===== config.mk =====
export PLATFORM = sky130hd
export DESIGN_NAME = serial_adder
export DESIGN_NICKNAME = d
export VERILOG_FILES = /design/src/rtl/serial_adder.sv
export SDC_FILE = /design/constraint.sdc
export NUM_CORES = 1
export LEC_CHECK = 0
export BUFFER_PORTS_ARGS = -buffer_cell sky130_fd_sc_hd__buf_2
export CORE_ASPECT_RATIO = 0.8
export CORE_UTILIZATION = 54
export CTS_BUF_LIST = sky130_fd_sc_hd__clkbuf_16
export DETAILED_ROUTE_END_ITERATION = 12
export GPL_TIMING_DRIVEN = 0
export PLACE_DENSITY_LB_ADDON = 0.3
export SYNTH_ARGS = -nofsm -noshare
export SYNTH_HDL_FRONTEND = slang
export SYNTH_SLANG_ARGS = --single-unit

===== constraint.sdc =====
create_clock -name clk -period 3.2 [get_ports clk]
set_input_delay 0 -clock clk [delete_from_list [all_inputs] [get_ports clk]]
set_output_delay 0 -clock clk [all_outputs]
set_load 0.02 [all_outputs]

===== src/rtl/serial_adder.sv =====
// Digit-serial adder/subtractor: WIDTH-bit operands consumed DIGIT bits per clock through one
// DIGIT-wide carry-propagate slice with a registered carry; valid/ready on both sides.
module serial_adder #(
  parameter int WIDTH = 8,
  parameter int DIGIT = 1
) (
  input  logic             clk,
  input  logic             rst_n,
  input  logic             in_valid,
  output logic             in_ready,
  input  logic [WIDTH-1:0] a,
  input  logic [WIDTH-1:0] b,
  input  logic             ci,
  input  logic             sub,
  output logic             out_valid,
  input  logic             out_ready,
  output logic [WIDTH-1:0] s,
  output logic             co,
  output logic             ovf,
  output logic             busy,
  output logic [1:0]       state_dbg
);

  localparam int N  = WIDTH / DIGIT;
  localparam int CW = (N > 1) ? $clog2(N) : 1;

  if ((DIGIT < 1) || (WIDTH < 2) || ((WIDTH % DIGIT) != 0)) begin : g_bad_params
    $error("serial_adder: WIDTH must be >= 2 and a multiple of DIGIT");
  end

  typedef enum logic [1:0] {
    IDLE = 2'd0,
    RUN  = 2'd1,
    DONE = 2'd2
  } state_t;

  state_t state, state_next;

  logic [CW-1:0]    count;
  logic             carry;
  logic [WIDTH-1:0] a_q;
  logic [WIDTH-1:0] b_q;
  logic [WIDTH-1:0] res;
  logic [WIDTH-1:0] res_next;
  logic [DIGIT:0]   dsum;
  logic             last;
  int               dig_idx;

  // Handshake: a transfer happens on a rising edge where valid and ready are both high;
  // valid never depends on ready, and out_valid stays high until the consumer takes it.
  assign in_ready  = (state == IDLE);
  assign out_valid = (state == DONE);
  assign busy      = (state != IDLE);
  assign state_dbg = state;
  assign last      = (count == CW'(N - 1));

  // b_q holds the effective operand (already inverted for subtract), so one slice serves both.
  always_comb begin
    dig_idx  = int'(count) * DIGIT;
    dsum     = {1'b0, a_q[dig_idx +: DIGIT]} + {1'b0, b_q[dig_idx +: DIGIT]}
             + {{DIGIT{1'b0}}, carry};
    res_next = res;
    res_next[dig_idx +: DIGIT] = dsum[DIGIT-1:0];
  end

  always_comb begin
    state_next = state;
    case (state)
      IDLE:    if (in_valid) state_next = RUN;
      RUN:     if (last) state_next = DONE;
      DONE:    if (out_ready) state_next = IDLE;
      default: state_next = IDLE;
    endcase
  end

  always_ff @(posedge clk or negedge rst_n) begin
    if (!rst_n) state <= IDLE;
    else        state <= state_next;
  end

  always_ff @(posedge clk or negedge rst_n) begin
    if (!rst_n) begin
      count <= '0;
      carry <= 1'b0;
      a_q   <= '0;
      b_q   <= '0;
      res   <= '0;
      s     <= '0;
      co    <= 1'b0;
      ovf   <= 1'b0;
    end else begin
      case (state)
        IDLE: begin
          if (in_valid) begin
            a_q   <= a;
            b_q   <= b ^ {WIDTH{sub}};
            carry <= ci ^ sub;
            count <= '0;
          end
        end
        RUN: begin
          res   <= res_next;
          carry <= dsum[DIGIT];
          count <= count + 1'b1;
          if (last) begin
            s   <= res_next;
            co  <= dsum[DIGIT];
            ovf <= (a_q[WIDTH-1] == b_q[WIDTH-1]) && (res_next[WIDTH-1] != a_q[WIDTH-1]);
          end
        end
        default: ;
      endcase
    end
  end

endmodule

==> metrics, run 1 <==
initial antenna violation count 0; Worst-Skew Late Latency 0.28 ns; Area growth, synth to finish 24.0%; met2 GRT Util 0.320; switching fraction of total power 0.400; IR drop worst, VDD 0.000611 V; number of flops mapped to enable cells by yosys 0; CTS tree built; Final #Nets 263; clock network fraction of total power 0.176; fmax 350 MHz; grt ovf 0; routed vias 1487; CTS H-tree lvls 2; Routed WL 3840 um; min Tclk post-route 2.86 ns; top-level port count 37; status finished clean; reg2reg start count[0]; setup violators final 0; Final Max Tran Viols 0; Die W 69.6 um; ratio of cells with drive above 1 in the final layout 0.262; Leakage Power 0.00117 uW; post_cts resized 0; CTS Buf Count 5; Bufs on Longest Clock Path 2; P_sw 1050 uW; number of buffers added for setup after CTS 0; YS warnings 0; DR DRC count 0; Post-synth ARST share 1.00; relative slew slack 0.427; Synth Area per Inst 10.8 um2; hold_sp b[3]; total power 2630 uW; reg2reg setup slack 0.34 ns; Port Buffers 35; Worst-Margin Slew 0.860 ns; Min-Delay Path Depth 3; Hold Crit Class in -> reg; Tcrit/Tclk final 0.893; Pint 1580 uW; Syn Inst Count 183; site row count 19; antenna-violating nets left 0; non-filler cells, final 279; hold_buf cts 11; gr usage total 0.221; Power Density 1070 mW/mm2; drt first pass iters 4; Core Region 0.00347 mm2; net count after synthesis 210; Seq pwr share 0.333; ys flop type dfrtp_1; Die Footprint 0.00391 mm2; crit path capture ovf; Post-Syn Area 0.00198 mm2; crit path launch type flip-flop; M3 GR Usage 0.0489; R2R depth 8; Gate power share 0.491; reg-to-reg endpoint ovf; final hold slack 0.00472 ns; CP endpoint kind flip-flop; clk slew on worst S/H paths 0.06 ns; CP Launch Point count[0]; number of unique standard cell types used by synthesis 34; CP required 3.40 ns; vias in the first global route 1403; grt peak-use layer met1; number of synthesized register bits 40; global-route wire length before repair 6560 um; Final Hold Violating Endpoints 0; CTS sink count 40; RD Place Congestion 0.794; Die Y 56.1 um; met1 track demand over resource 0.322; Clock Skews 0.00696 ns; WL/cell 13.8 um; MaxCap Viol Count 0; FILL cells 253; critical path type reg -> reg; RSZ-0062 raised after global routing no; largest net degree at the start of global routing 41; crit path max fanout 10; number of vias per cell 5.33; Post-Route Setup TNS 0 ns; post-synthesis sequential area ratio 0.507; Placed Cells 260; DP HPWL 2570 um; crit path DAT 3.06 ns; Initial DRC Count 107; Starting Density 0.569; CTS Root Cell clkbuf_16; ant diodes 0
==> worst min path at each step <==
stage / slack [ns] / end
floorplan: -0.30 / a_q[0]
global placement: 0.17 / ovf
detailed placement: 0.17 / a_q[4]
CTS: 0.007 / b_q[3]
global route: 0.03 / b_q[6]
finish: 0.005 / b_q[3]
==> area by class of cell <==
type / instances / area, um2 / share of cell area
Sequential cell: 40 / 1000 / 0.409
Tap cell: 42 / 52.6 / 0.0215
Timing Repair Buffer: 46 / 285 / 0.116
Inverter: 6 / 22.5 / 0.00919
Clock buffer: 5 / 125 / 0.0511
Clock inverter: 3 / 11.3 / 0.00460
Buffer: 8 / 42.5 / 0.0174
Multi-Input combinational cell: 129 / 910 / 0.371
==> worst max-delay path, cell delays in order, from the launching register on <==
cell	delay, ns
dfrtp_1	0.41
buf_2	0.30
mux4_2	0.54
nand2_1	0.09
nand2_1	0.07
fa_1	0.70
mux2i_1	0.19
or3_1	0.33
a31oi_1	0.16
==> cell usage in the layout (no fill, tap or decap), drive strengths merged <==
cell type / synthesis / routed
dfrtp: 40 / 40
buf: 4 / 39
nand2: 33 / 33
o21ai: 22 / 22
mux2: 13 / 13
dlygate4sd3: 0 / 11
nor2: 10 / 10
mux2i: 9 / 9
clkbuf: 4 / 9
xnor2: 8 / 8
inv: 6 / 8
mux4: 4 / 4
ha: 4 / 4
nand2b: 3 / 3
nand3: 3 / 3
nor2b: 2 / 2
and2: 2 / 2
nor4: 2 / 2
nor3: 2 / 2
o31ai: 2 / 2
nor4b: 2 / 2
o2111ai: 1 / 1
nand4: 1 / 1
and2b: 1 / 1
or3: 1 / 1
a31oi: 1 / 1
xor2: 1 / 1
a22oi: 1 / 1
fa: 1 / 1
clkinv: 0 / 1
==> power groups by stage <==
stage               sequential, uW  combinational, uW  clock, uW
global route                   905               1430        491
floorplan                      923                914          0
CTS                            873               1300        465
global placement               869               1260          0
detailed placement             879               1280          0
finish                         874               1290        462
==> stage by stage <==
| step | util | area (um2) | worst slack (ns) |
|---|---|---|---|
| 2_1_floorplan | - | 1980 | 0.689 |
| 3_3_place_gp | 0.635 | 2200 | 0.391 |
| 3_5_place_dp | 0.635 | 2200 | 0.378 |
| 4_1_cts | 0.706 | 2450 | 0.351 |
| 5_1_grt | 0.706 | 2450 | 0.160 |
| 6_report | 0.706 | 2450 | 0.343 |
==> metal layers <==
metal / wire length, um / share of wire
met4: 61 / 0.016
met1: 1900 / 0.49
met2: 1740 / 0.45
met5: 0 / 0
met3: 136 / 0.035
==> cells by family after synthesis <==
group | after synthesis | synth area share
fa+ha+maj | 5 | 0.0355
mux | 26 | 0.165
xor+xnor | 9 | 0.0399
buf+inv | 14 | 0.0329
simple gates | 62 | 0.145
compound gates | 27 | 0.0747
flops | 40 | 0.507
==> cell usage after synthesis, drive strengths merged (3+ instances only) <==
cell	n	area [um2]
o21ai	22	110
buf	4	26.3
mux4	4	90.1
xnor2	8	70.1
nor2	10	37.5
nand3	3	15.0
inv	6	22.5
ha	4	50.1
mux2	13	146
nand2	33	124
nand2b	3	18.8
clkbuf	4	16.3
dfrtp	40	1000
mux2i	9	90.1
==> state kept, by name (all words and copies together), names as in the netlist <==
signal     cells
a_q            8
b_q            8
res            8
s              8
count          3
state_dbg      2
carry          1
co             1
ovf            1
Power figures use the tool's default switching activity.
==> inputs of run 2 (changes only) <==
==> constraint.sdc (replaced) <==
create_clock -name clk -period 3.2 [get_ports clk]
set_input_delay 0.64 -clock clk [delete_from_list [all_inputs] [get_ports clk]]
set_output_delay 0.64 -clock clk [all_outputs]
set_load 0.02 [all_outputs]
==> metrics, run 2 (synthesis results as in run 1) <==
WP buf/inv 1; crit path launch type flip-flop; grt peak-use layer met2; Final Hold Violating Endpoints 0; CP Launch Point count[0]; total power 2620 uW; commonest non-fill, non-tap cells in the layout 40 x dfrtp_1, 38 x buf_2, 33 x nand2_1, 13 x o21ai_0, 11 x mux2_2; grt ovf 0; ant diodes 0; CTS H-tree lvls 2; FILL cells 269; Post-Route Setup TNS 0 ns; post_cts resized 0; Area growth, synth to finish 18.4%; number of buffers added for setup after CTS 0; IR drop worst, VDD 0.000611 V; critical path's slowest cell fa_1; reg2reg setup slack 0.34 ns; relative slew slack 0.422; met2 GRT Util 0.305; Worst-Margin Slew 0.868 ns; largest net degree at the start of global routing 41; Die Footprint 0.00391 mm2; drt first pass iters 4; setup violators final 0; hold_buf cts 0; status finished clean; crit path DAT 3.07 ns; most common cell after layout, fill and taps aside dfrtp_1; Leakage Power 0.00112 uW; Clock Skews 0.00449 ns; vias in the first global route 1348; number of cells on the critical path 8; gr usage total 0.211; clk slew on worst S/H paths 0.06 ns; min Tclk post-route 2.86 ns; site row count 19; reg2reg start count[0]; fmax 349 MHz; Power Density 1120 mW/mm2; crit path max fanout 10; RSZ-0062 raised after global routing no; Initial DRC Count 66; Bufs on Longest Clock Path 2; R2R depth 8; CP endpoint kind flip-flop; DR DRC count 0; MaxCap Viol Count 0; CTS sink count 40; CP max stage delay 0.71 ns; CP required 3.40 ns; CTS tree built; Die Y 56.1 um; CTS Root Cell clkbuf_16; routed vias 1446; met1 track demand over resource 0.303; DP HPWL 2570 um; ratio of cells with drive above 1 in the final layout 0.274; Starting Density 0.569; Final Max Tran Viols 0; initial antenna violation count 0; Die W 69.6 um; Hold Crit Class in -> async; antenna-violating nets left 0; global-route wire length before repair 6290 um; Core Region 0.00347 mm2; delay-heaviest family, CP multiplexers; top-level port count 37; Routed WL 3670 um; Final #Nets 252; number of vias per cell 5.40; critical path type reg -> reg; M3 GR Usage 0.0507; Tcrit/Tclk final 0.895; Worst-Skew Late Latency 0.28 ns; RD Place Congestion 0.794; most frequent cell on the critical path nand2_1; Port Buffers 35; CTS Buf Count 5; area of the multi-input gates 910 um2; WL/cell 13.7 um; FF+latch area 0.00100 mm2; crit-path cells buf_2, mux4_2, nand2_1, nand2_1, fa_1, mux2i_1, or3_1, a31oi_1
==> run 2: routing by layer <==
metal / part of all wire / routed length, um / vias up
li1: - / - / 719
met5: 0 / 0 / -
met1: 0.51 / 1860 / 688
met2: 0.44 / 1620 / 33
met4: 0.017 / 64 / 0
met3: 0.035 / 128 / 6
==> run 2: layout make-up <==
cell class,instances,share of cell area
Timing Repair Buffer,35,0.0749
Tap cell,42,0.0225
Inverter,6,0.00963
Multi-Input combinational cell,129,0.389
Buffer,8,0.0182
Clock buffer,5,0.0535
Clock inverter,3,0.00481
Sequential cell,40,0.428
==> run 2: worst paths after layout <==
kind	end
max	ovf
min	ovf
max reg2reg	ovf
min reg2reg	s[3]
max in group asynchronous	res[2]
min in group clk	s[3]
==> run 2: stage by stage <==
stage	utilization	hold WS [ns]	cell area, um2	std cells	setup WS, ns
global placement	0.635	0.460	2200	260	0.391
global route	0.674	0.485	2340	268	0.160
floorplan	-	0.344	1980	183	0.689
finish	0.674	0.474	2340	268	0.337
CTS	0.674	0.480	2340	268	0.351
detailed placement	0.635	0.468	2200	260	0.378
==> run 2: report_power, final <==
part / total [uW] / internal [uW] / switching (uW) / leakage [uW]
combinational: 1280 / 552 / 731 / 0.000545
sequential: 874 / 737 / 137 / 0.000503
clock: 461 / 280 / 181 / 0.0000738
total: 2620 / 1570 / 1050 / 0.00112
